### src/rtl/matmul_sequencer.sv
// -----------------------------------------------------------------------------
// matmul_sequencer
//
// Time-multiplexed signed matrix multiply C = A x B built around one shared
// multiply-accumulate unit. An operation runs in three phases:
//   LOAD    : A (row-major) then B (row-major) arrive as a valid/ready stream.
//   COMPUTE : one MAC per cycle, loop order i (row of A) outer, j (column of
//             B) middle, k (inner dimension) inner. No idle cycle between
//             C elements: the accumulator restarts whenever k wraps to 0.
//   OUTPUT  : C is streamed row-major from (0,0) under consumer backpressure.
//
// Handshake rule (both streams): a transfer happens on a rising clk edge
// exactly when valid and ready are both high in the cycle before that edge.
// in_ready and out_valid depend only on the current state, never on the
// partner's valid/ready, so there is no combinational path between them.
// While out_valid is high and out_ready is low, out_data/out_row/out_col are
// held stable.
//
// Ports:
//   clk        in   single clock, everything on the rising edge
//   reset      in   synchronous, active-high; abandons any operation
//   start      in   begin an operation; only looked at in IDLE
//   in_valid   in   in_data carries an element
//   in_ready   out  high for the whole LOAD phase
//   in_data    in   signed W_IN element, A row-major then B row-major
//   out_valid  out  out_data/out_row/out_col carry a C element
//   out_ready  in   consumer takes the current C element
//   out_data   out  signed W_OUT C element (0 outside OUTPUT)
//   out_row    out  row index of out_data
//   out_col    out  column index of out_data
//   busy       out  high in any state other than IDLE
//   done       out  one-cycle pulse after the last C element is taken
//   state_dbg  out  current FSM state encoding, for checkers and debug
// -----------------------------------------------------------------------------
module matmul_sequencer #(
    parameter int W_IN   = 8,
    parameter int W_OUT  = 17,
    parameter int ROWS_A = 2,
    parameter int COLS_A = 2,
    parameter int COLS_B = 2
) (
    input  logic                                         clk,
    input  logic                                         reset,
    input  logic                                         start,
    input  logic                                         in_valid,
    output logic                                         in_ready,
    input  logic signed [W_IN-1:0]                       in_data,
    output logic                                         out_valid,
    input  logic                                         out_ready,
    output logic signed [W_OUT-1:0]                      out_data,
    output logic [((ROWS_A > 1) ? $clog2(ROWS_A) : 1)-1:0] out_row,
    output logic [((COLS_B > 1) ? $clog2(COLS_B) : 1)-1:0] out_col,
    output logic                                         busy,
    output logic                                         done,
    output logic [1:0]                                   state_dbg
);

    // -------------------------------------------------------------------------
    // Sizes and index widths. Every index is at least one bit wide so that
    // single-row or single-column shapes still elaborate.
    // -------------------------------------------------------------------------
    localparam int NA  = ROWS_A * COLS_A;   // elements of A
    localparam int NB  = COLS_A * COLS_B;   // elements of B
    localparam int NC  = ROWS_A * COLS_B;   // elements of C
    localparam int NL  = NA + NB;           // load beats per operation

    localparam int RW  = (ROWS_A > 1) ? $clog2(ROWS_A) : 1;
    localparam int CW  = (COLS_B > 1) ? $clog2(COLS_B) : 1;
    localparam int KW  = (COLS_A > 1) ? $clog2(COLS_A) : 1;
    localparam int LW  = (NL > 1) ? $clog2(NL) : 1;
    localparam int AW  = (NA > 1) ? $clog2(NA) : 1;
    localparam int BW  = (NB > 1) ? $clog2(NB) : 1;
    localparam int CIW = (NC > 1) ? $clog2(NC) : 1;

    localparam int PW  = 2 * W_IN;          // full signed product width

    localparam logic [RW-1:0] ROW_LAST   = RW'(ROWS_A - 1);
    localparam logic [CW-1:0] COL_LAST   = CW'(COLS_B - 1);
    localparam logic [KW-1:0] K_LAST     = KW'(COLS_A - 1);
    localparam logic [LW-1:0] LD_LAST    = LW'(NL - 1);
    localparam logic [LW-1:0] LD_B_FIRST = LW'(NA);

    typedef enum logic [1:0] {
        IDLE    = 2'd0,
        LOAD    = 2'd1,
        COMPUTE = 2'd2,
        OUTPUT  = 2'd3
    } state_t;

    state_t state_q;
    state_t state_d;

    // -------------------------------------------------------------------------
    // Storage and counters
    // -------------------------------------------------------------------------
    logic signed [W_IN-1:0]  a_mem [NA];
    logic signed [W_IN-1:0]  b_mem [NB];
    logic signed [W_OUT-1:0] c_mem [NC];

    logic [LW-1:0]           ld_cnt;     // load beat number
    logic [RW-1:0]           mac_i;      // row of A / row of C
    logic [CW-1:0]           mac_j;      // column of B / column of C
    logic [KW-1:0]           mac_k;      // inner dimension
    logic [RW-1:0]           out_r;      // row of the C element on offer
    logic [CW-1:0]           out_c;      // column of the C element on offer
    logic signed [W_OUT-1:0] acc;
    logic                    done_q;

    // -------------------------------------------------------------------------
    // Combinational helpers
    // -------------------------------------------------------------------------
    logic                    in_accept;
    logic                    ld_last;
    logic                    mac_last;
    logic                    out_last;

    logic [AW-1:0]           a_ld_idx;
    logic [BW-1:0]           b_ld_idx;
    logic [AW-1:0]           a_idx;
    logic [BW-1:0]           b_idx;
    logic [CIW-1:0]          c_wr_idx;
    logic [CIW-1:0]          c_rd_idx;

    logic signed [W_IN-1:0]  a_el;
    logic signed [W_IN-1:0]  b_el;
    logic signed [PW-1:0]    prod;
    logic signed [W_OUT-1:0] prod_ext;
    logic signed [W_OUT-1:0] acc_base;
    logic signed [W_OUT-1:0] acc_sum;

    assign in_accept = in_valid & in_ready;
    assign ld_last   = (ld_cnt == LD_LAST);
    assign mac_last  = (mac_i == ROW_LAST) && (mac_j == COL_LAST) && (mac_k == K_LAST);
    assign out_last  = (out_r == ROW_LAST) && (out_c == COL_LAST);

    // Load addressing: the first NA beats land in A, the rest in B.
    assign a_ld_idx  = AW'(ld_cnt);
    assign b_ld_idx  = BW'(ld_cnt - LD_B_FIRST);

    // Row-major flattening of A[i][k], B[k][j] and C[i][j].
    assign a_idx     = AW'(int'(mac_i) * COLS_A + int'(mac_k));
    assign b_idx     = BW'(int'(mac_k) * COLS_B + int'(mac_j));
    assign c_wr_idx  = CIW'(int'(mac_i) * COLS_B + int'(mac_j));
    assign c_rd_idx  = CIW'(int'(out_r) * COLS_B + int'(out_c));

    // Both operands are widened with their sign before the multiply so the
    // product is the exact signed 2*W_IN-bit result; the accumulator then
    // sign-extends it and wraps modulo 2^W_OUT.
    assign a_el      = a_mem[a_idx];
    assign b_el      = b_mem[b_idx];
    assign prod      = PW'(a_el) * PW'(b_el);
    assign prod_ext  = W_OUT'(prod);

    // k == 0 starts a fresh dot product, so the previous C element's sum is
    // dropped without spending a cycle on clearing.
    assign acc_base  = (mac_k == '0) ? '0 : acc;
    assign acc_sum   = acc_base + prod_ext;

    // -------------------------------------------------------------------------
    // FSM: state register
    // -------------------------------------------------------------------------
    always_ff @(posedge clk) begin
        if (reset) begin
            state_q <= IDLE;
        end else begin
            state_q <= state_d;
        end
    end

    // -------------------------------------------------------------------------
    // FSM: next state and state-derived outputs
    // -------------------------------------------------------------------------
    always_comb begin
        state_d   = state_q;
        in_ready  = 1'b0;
        out_valid = 1'b0;
        busy      = 1'b1;
        case (state_q)
            IDLE: begin
                busy = 1'b0;
                if (start) begin
                    state_d = LOAD;
                end
            end
            LOAD: begin
                in_ready = 1'b1;
                if (in_valid && ld_last) begin
                    state_d = COMPUTE;
                end
            end
            COMPUTE: begin
                if (mac_last) begin
                    state_d = OUTPUT;
                end
            end
            OUTPUT: begin
                out_valid = 1'b1;
                if (out_ready && out_last) begin
                    state_d = IDLE;
                end
            end
            default: begin
                state_d = IDLE;
            end
        endcase
    end

    // -------------------------------------------------------------------------
    // A/B storage. Contents are meaningless until reloaded, so no reset.
    // -------------------------------------------------------------------------
    always_ff @(posedge clk) begin
        if ((state_q == LOAD) && in_accept) begin
            if (ld_cnt < LD_B_FIRST) begin
                a_mem[a_ld_idx] <= in_data;
            end else begin
                b_mem[b_ld_idx] <= in_data;
            end
        end
    end

    // -------------------------------------------------------------------------
    // Counters, accumulator, C store and done pulse
    // -------------------------------------------------------------------------
    always_ff @(posedge clk) begin
        if (reset) begin
            ld_cnt <= '0;
            mac_i  <= '0;
            mac_j  <= '0;
            mac_k  <= '0;
            out_r  <= '0;
            out_c  <= '0;
            acc    <= '0;
            done_q <= 1'b0;
            for (int n = 0; n < NC; n++) begin
                c_mem[n] <= '0;
            end
        end else begin
            done_q <= 1'b0;
            case (state_q)
                IDLE: begin
                    // Counters already wrap back to zero at the end of every
                    // phase; clearing them again on start keeps a new run
                    // independent of whatever came before.
                    if (start) begin
                        ld_cnt <= '0;
                        mac_i  <= '0;
                        mac_j  <= '0;
                        mac_k  <= '0;
                        out_r  <= '0;
                        out_c  <= '0;
                    end
                end
                LOAD: begin
                    if (in_accept) begin
                        ld_cnt <= ld_last ? '0 : ld_cnt + LW'(1);
                    end
                end
                COMPUTE: begin
                    acc <= acc_sum;
                    if (mac_k == K_LAST) begin
                        c_mem[c_wr_idx] <= acc_sum;
                        mac_k <= '0;
                        if (mac_j == COL_LAST) begin
                            mac_j <= '0;
                            mac_i <= (mac_i == ROW_LAST) ? '0 : mac_i + RW'(1);
                        end else begin
                            mac_j <= mac_j + CW'(1);
                        end
                    end else begin
                        mac_k <= mac_k + KW'(1);
                    end
                end
                OUTPUT: begin
                    if (out_ready) begin
                        if (out_last) begin
                            out_r  <= '0;
                            out_c  <= '0;
                            done_q <= 1'b1;
                        end else if (out_c == COL_LAST) begin
                            out_c <= '0;
                            out_r <= out_r + RW'(1);
                        end else begin
                            out_c <= out_c + CW'(1);
                        end
                    end
                end
                default: begin
                end
            endcase
        end
    end

    // -------------------------------------------------------------------------
    // Output mapping
    // -------------------------------------------------------------------------
    assign out_data  = (state_q == OUTPUT) ? c_mem[c_rd_idx] : '0;
    assign out_row   = out_r;
    assign out_col   = out_c;
    assign done      = done_q;
    assign state_dbg = state_q;

endmodule

### config.mk
export PLATFORM = sky130hd
export DESIGN_NAME = matmul_sequencer
export DESIGN_NICKNAME = d
export VERILOG_FILES = /design/src/rtl/matmul_sequencer.sv
export SDC_FILE = /design/constraint.sdc
export NUM_CORES = 1
export LEC_CHECK = 0
export BUFFER_PORTS_ARGS = -buffer_cell sky130_fd_sc_hd__clkbuf_2
export CAP_MARGIN = 20
export CORE_MARGIN = 3
export CORE_UTILIZATION = 30
export CTS_CLUSTER_DIAMETER = 30
export DETAILED_ROUTE_END_ITERATION = 10
export HOLD_SLACK_MARGIN = 0.05
export PLACE_DENSITY_LB_ADDON = 0.15
export SLEW_MARGIN = 10
export SYNTH_ARGS = -nofsm -noshare
export SYNTH_HDL_FRONTEND = slang
export SYNTH_SLANG_ARGS = --single-unit
### constraint.sdc
create_clock -name clk -period 13.5 [get_ports clk]
set_input_delay 0.675 -clock clk [delete_from_list [all_inputs] [get_ports clk]]
set_output_delay 0.675 -clock clk [all_outputs]
set_load 0.02 [all_outputs]
=== Word-level counts from Yosys, hierarchy flattened ===
Memories as Yosys holds them, arrays and structs flattened.
Index checks and enable logic that the tools add are counted.

* Register bits after elaboration: 28
* Bits in writable memories: 132
* Bits of input ports: 13
* Output and inout bits: 25
* Word-level logic and storage cells: 109
* Memories: 3

{| class="wikitable"
|+ Memory list
! memory !! words !! bits a word !! rd ports !! clocked after Yosys merged registers in !! write ports !! line !! text
|-
| c_mem || 4 || 17 || 1 || 0 || 4 || 98 || <nowiki>logic signed [W_OUT-1:0] c_mem [NC];</nowiki>
|-
| a_mem || 4 || 8 || 1 || 0 || 1 || 96 || <nowiki>logic signed [W_IN-1:0] a_mem [NA];</nowiki>
|-
| b_mem || 4 || 8 || 1 || 0 || 1 || 97 || <nowiki>logic signed [W_IN-1:0] b_mem [NB];</nowiki>
|}

* Add/subtract/negate cells: 12
* Multiply operators: 1
* Order comparisons: 1
* Equality and inequality tests: 13
* Mux-type cells: 48
* Bitwise operators: 3
* Reductions and logical operators: 19

{| class="wikitable"
|+ Operator list
! cell !! number
|-
| 17-bit two-way mux || 3
|-
| 1-bit two-way mux || 30
|-
| 17-bit by 16-bit adder with 17-bit output || 1
|-
| 17-bit OR reduction || 1
|-
| 8-bit by 8-bit multiplier with 16-bit output || 1
|-
| 2-bit inequality test (second input constant) || 8
|-
| 4-bit AND reduction || 3
|-
| 2-bit two-way mux || 5
|-
| 1-bit case mux with 2 select lines || 5
|-
| 3-bit two-way mux || 3
|-
| 3-bit AND reduction || 3
|-
| 2-bit by 1-bit adder with 2-bit output || 4
|-
| 2-bit case mux with 4 select lines || 1
|-
| 1-bit logical AND || 6
|-
| 3-bit case mux with 2 select lines || 1
|-
| 2-bit nonzero test || 3
|-
| 1-bit adder (second input constant) || 5
|-
| 2-bit equality test (second input constant) || 2
|-
| 3-bit by 1-bit adder with 3-bit output (second input constant) || 1
|-
| 3-bit equality test (second input constant) || 1
|-
| 3-bit less-than comparator (second input constant) || 1
|-
| 3-bit inequality test (second input constant) || 1
|-
| 3-bit OR reduction || 1
|-
| 2-bit by 1-bit equality test with 1-bit output (second input constant) || 1
|-
| other kinds (5) || 6
|}

=== Logic depth before layout (Yosys ltp) ===
* Word-level depth: 6
* Gate-level depth with buffers: 21
* Mapped depth without buffers: 19

=== Worst setup path before layout ===
No wires, ideal clock.

* Path type: flip-flop to flip-flop
* Start point: reg mac_k
* End point: mem c_mem[1][15], data pin
* Setup time: 265 ps
* Arrival: 5166 ps
* Required time: 13235 ps
* Path slack: 8069 ps
* Cell stages (with the launch flop): 20
* Path buffers: 2
* Period minus slack after synthesis: 5431 ps
* Cell sequence: dfxtp_1 > buf_4 > buf_2 > mux4_2 > and2_1 > fa_1 > inv_1 > fa_1 > inv_1 > fa_1 > inv_1 > fa_1 > inv_1 > ha_1 > ha_1 > o21ai_0 > nor2_1 > a211oi_1 > xor2_1 > nor2_1

{| class="wikitable"
|+ RTL lines
! item !! line !! text
|-
| start, declared || 103 || <nowiki>logic [KW-1:0] mac_k;</nowiki>
|-
| start signal, assigned || 270 || <nowiki>mac_k <= mac_k + KW'(1);</nowiki>
|-
| end, declared || 98 ||
|}

==> summary.md <==
| Metric | Value |
|---|---|
| Syn Std Cell Area | around 9800 um2 |
| RePlAce Congestion | 0.7457 |
| Number of synthesized flops with an enable pin | around 130 |
| Synthesized instance count | 788 |
| # resized after CTS | 0 |
| Primary FF master, synth | edfxtp_1 |
| Period Utilization, post-route | 45.79% |
| Reg clk slew, reported paths | 80 ps |
| WL final | 21560 um |
| Worst-Skew Late Latency | 430 ps |
| Die area | 34960 um2 |
| Row cnt | 65 |
| CP Launch Type | flop |
| Worst min-delay path class | reg2reg |
| Post-synthesis sequential area ratio | 46.05% |
| Remaining global-route overflow | 0 |
| Syn Nets | 925 |
| Post-synth top area cell | edfxtp_1 |
| Vias in the first global route | 6266 |
| Die width | 187.0 um |
| Hold Path Cell Cnt | 2 |
| Antenna violations before repair | 0 |
| Die Height | 187.0 um |
| CTS tree | yes |
| Worst Setup End Kind | flop |
| Path type of the worst setup path | reg2reg |
| Clock Tree Buf Depth | 2 |
| Largest net degree at the start of global routing | 41 |
| Maximum fanout along the worst path | 40 |
| Final Max Slew Viols | 0 |
| Cts bufs inserted | 17 |
| Post-synth top cells | 132 x edfxtp_1, 91 x inv_1, 89 x nor2_1 |
| Htree depth | 4 |
| Dpl cells | around 1.2k |
| CTS sink cnt | 160 |
| Top cells by area, synth | edfxtp_1 40%, fa_1 15%, mux4_2 7.3%, ha_1 6.1%, dfxtp_1 5.7% |
| RSZ-0062 raised after global routing | false |
| Layout Nets | 961 |
| Status | finished clean |
| Critical path arrival | 6330 ps |
| Synth cell types | 49 |
| Fin cells | 1274 |
| Most frequent cell after synthesis | edfxtp_1 |
| First-pass GRT wire length | 35330 um |
| Max Clock Skew | 26.01 ps |
| # fillers | 3212 |
| DRC viols | 0 |
| Area grow syn2layout | 13.09% |
| Post-DR wirelength/cell | 16.92 um |
| Fmax | roughly 160 MHz |
| Initial Utilization | 30.82% |
| Crit path time final | 6181 ps |
| DR vias | 5794 |
| Yosys top cell area share | 40.34% |
| Share of post-route cells with drive strength above 1 | 14.58% |
| Req. time, crit path | 13650 ps |
| Final setup fails | 0 |
| Warnings, synthesis | 0 |
| Vias/cell | 4.548 |
| IO Port Bufs | 37 |
| Worst-Margin Slew | 1029 ps |
| Post-CTS setup buffers | 0 |
| Layout Utilization | 34.85% |
| I/O pins | 38 |
| Hold-fix buffers, CTS | 0 |
| Drt first pass iters | 5 |
| Core area | 31880 um2 |
| Synth Area per Inst | 12.47 um2 |
| TNS Setup | 0 ps |
| Global-route usage over all layers | 12.90% |
| DR iter-0 viols | 266 |
| Hold Violations, Final | 0 |
| Rel. slew slack | between 30% and 40% |
| Asr flop ratio synth | 0% |
| Clk root buf | clkbuf_16 |
| R2R depth | 16 |
| Remaining antenna violation count after routing | 0 |
| Post-synthesis register bit count | 160 |
| Final HPWL DP | 15550 um |
| Max cap viols | 0 |
-- flip-flops by register name, summed over array words and instances, names as in the netlist --
register	flops
mac_i	1
mac_k	1
acc	17
out_col	1
done	1
c_mem	68
mac_j	1
state_dbg	2
out_row	1
b_mem	32
a_mem	32
ld_cnt	3
-- logic make-up after synthesis --
group	after synthesis	synth area share, %
AND/OR/NAND/NOR	261	12.77
flip-flops	160	46.05
multiplexers	46	8.786
AO/OA/AOI/OAI	60	4.457
buffers and inverters	118	4.648
adder cells (fa/ha/maj)	124	21.60
XOR/XNOR	19	1.694
-- placed cells by master (no fill, tap or decap), types with 3 or more instances in the layout --
cell and count:
xor2_1 9, inv_1 91, clkinv_8 3, mux2i_1 12
clkbuf_2 37, and3_1 8, nor4_1 3, a21o_1 5
dfxtp_1 27, a22oi_1 3, nor3_1 6, inv_6 3
buf_4 7, clkbuf_16 17, and2_1 70, edfxtp_1 132
a211oi_1 6, o22ai_1 3, o21a_1 4, a21oi_1 13
inv_8 5, nand2_1 61, nand2b_1 7, mux4_2 32
o21ai_0 9, xnor2_1 10, nor3b_1 3, fa_1 76
nor2_1 89, nand3_1 7, ha_1 48
-- worst max-delay path, cell delays in order (launching register included) --
cell	delay, ps
dfxtp_2	320
buf_4	450
mux4_2	660
and2_1	410
fa_1	640
fa_1	440
fa_1	500
inv_1	50
fa_1	520
inv_1	40
ha_1	280
ha_1	310
nor4_1	310
o21ai_1	200
a41oi_1	280
xor2_1	380
nor2_1	100
-- path summary, 6_finish.rpt --
path,to,slack [ps],start
max,c_mem[1][14]$_SDFFCE_PN0P_,7320,mac_k$_SDFFE_PP0P_
min,acc[14]$_SDFFE_PP0P_,490,acc[14]$_SDFFE_PP0P_
max reg2reg,c_mem[1][14]$_SDFFCE_PN0P_,7320,mac_k$_SDFFE_PP0P_
min reg2reg,acc[14]$_SDFFE_PP0P_,490,acc[14]$_SDFFE_PP0P_
-- metal layers --
| layer | GRT usage (%) | vias to the layer above | part of all wire [%] |
|---|---|---|---|
| met5 | 0 | - | 0 |
| met1 | 17.73 | 2969 | 47 |
| met3 | 2.061 | 8 | 2.0 |
| met2 | 21.47 | 60 | 50 |
| met4 | 3.170 | 0 | 0.91 |
| li1 | - | 2757 | - |
-- cell type report --
cell class | instances | area (um2) | area share (%)
clock buffers | 17 | 425.4 | 3.828
flip-flops and latches | 160 | 4526 | 40.73
multi-input cells | 510 | 4848 | 43.63
inverters | 91 | 341.6 | 3.074
repair buffers | 44 | 237.7 | 2.139
well taps | 435 | 544.3 | 4.898
diodes | 2 | 5.005 | 0.04504
clock inverters | 15 | 183.9 | 1.655
-- through the flow --
stage	hold slack, ps	setup WS (ps)	instance area [um2]
after floorplan	450.5	8069	9826
after global placement	470.7	7282	10500
after detailed placement	480.3	7255	10500
after CTS	495.7	7224	11110
after global routing	518.0	6819	11110
final	494.0	7319	11110
Power is left out: the tool's default activity adds up to more than one toggle a clock period on the data nets, which glitch-free logic cannot reach.
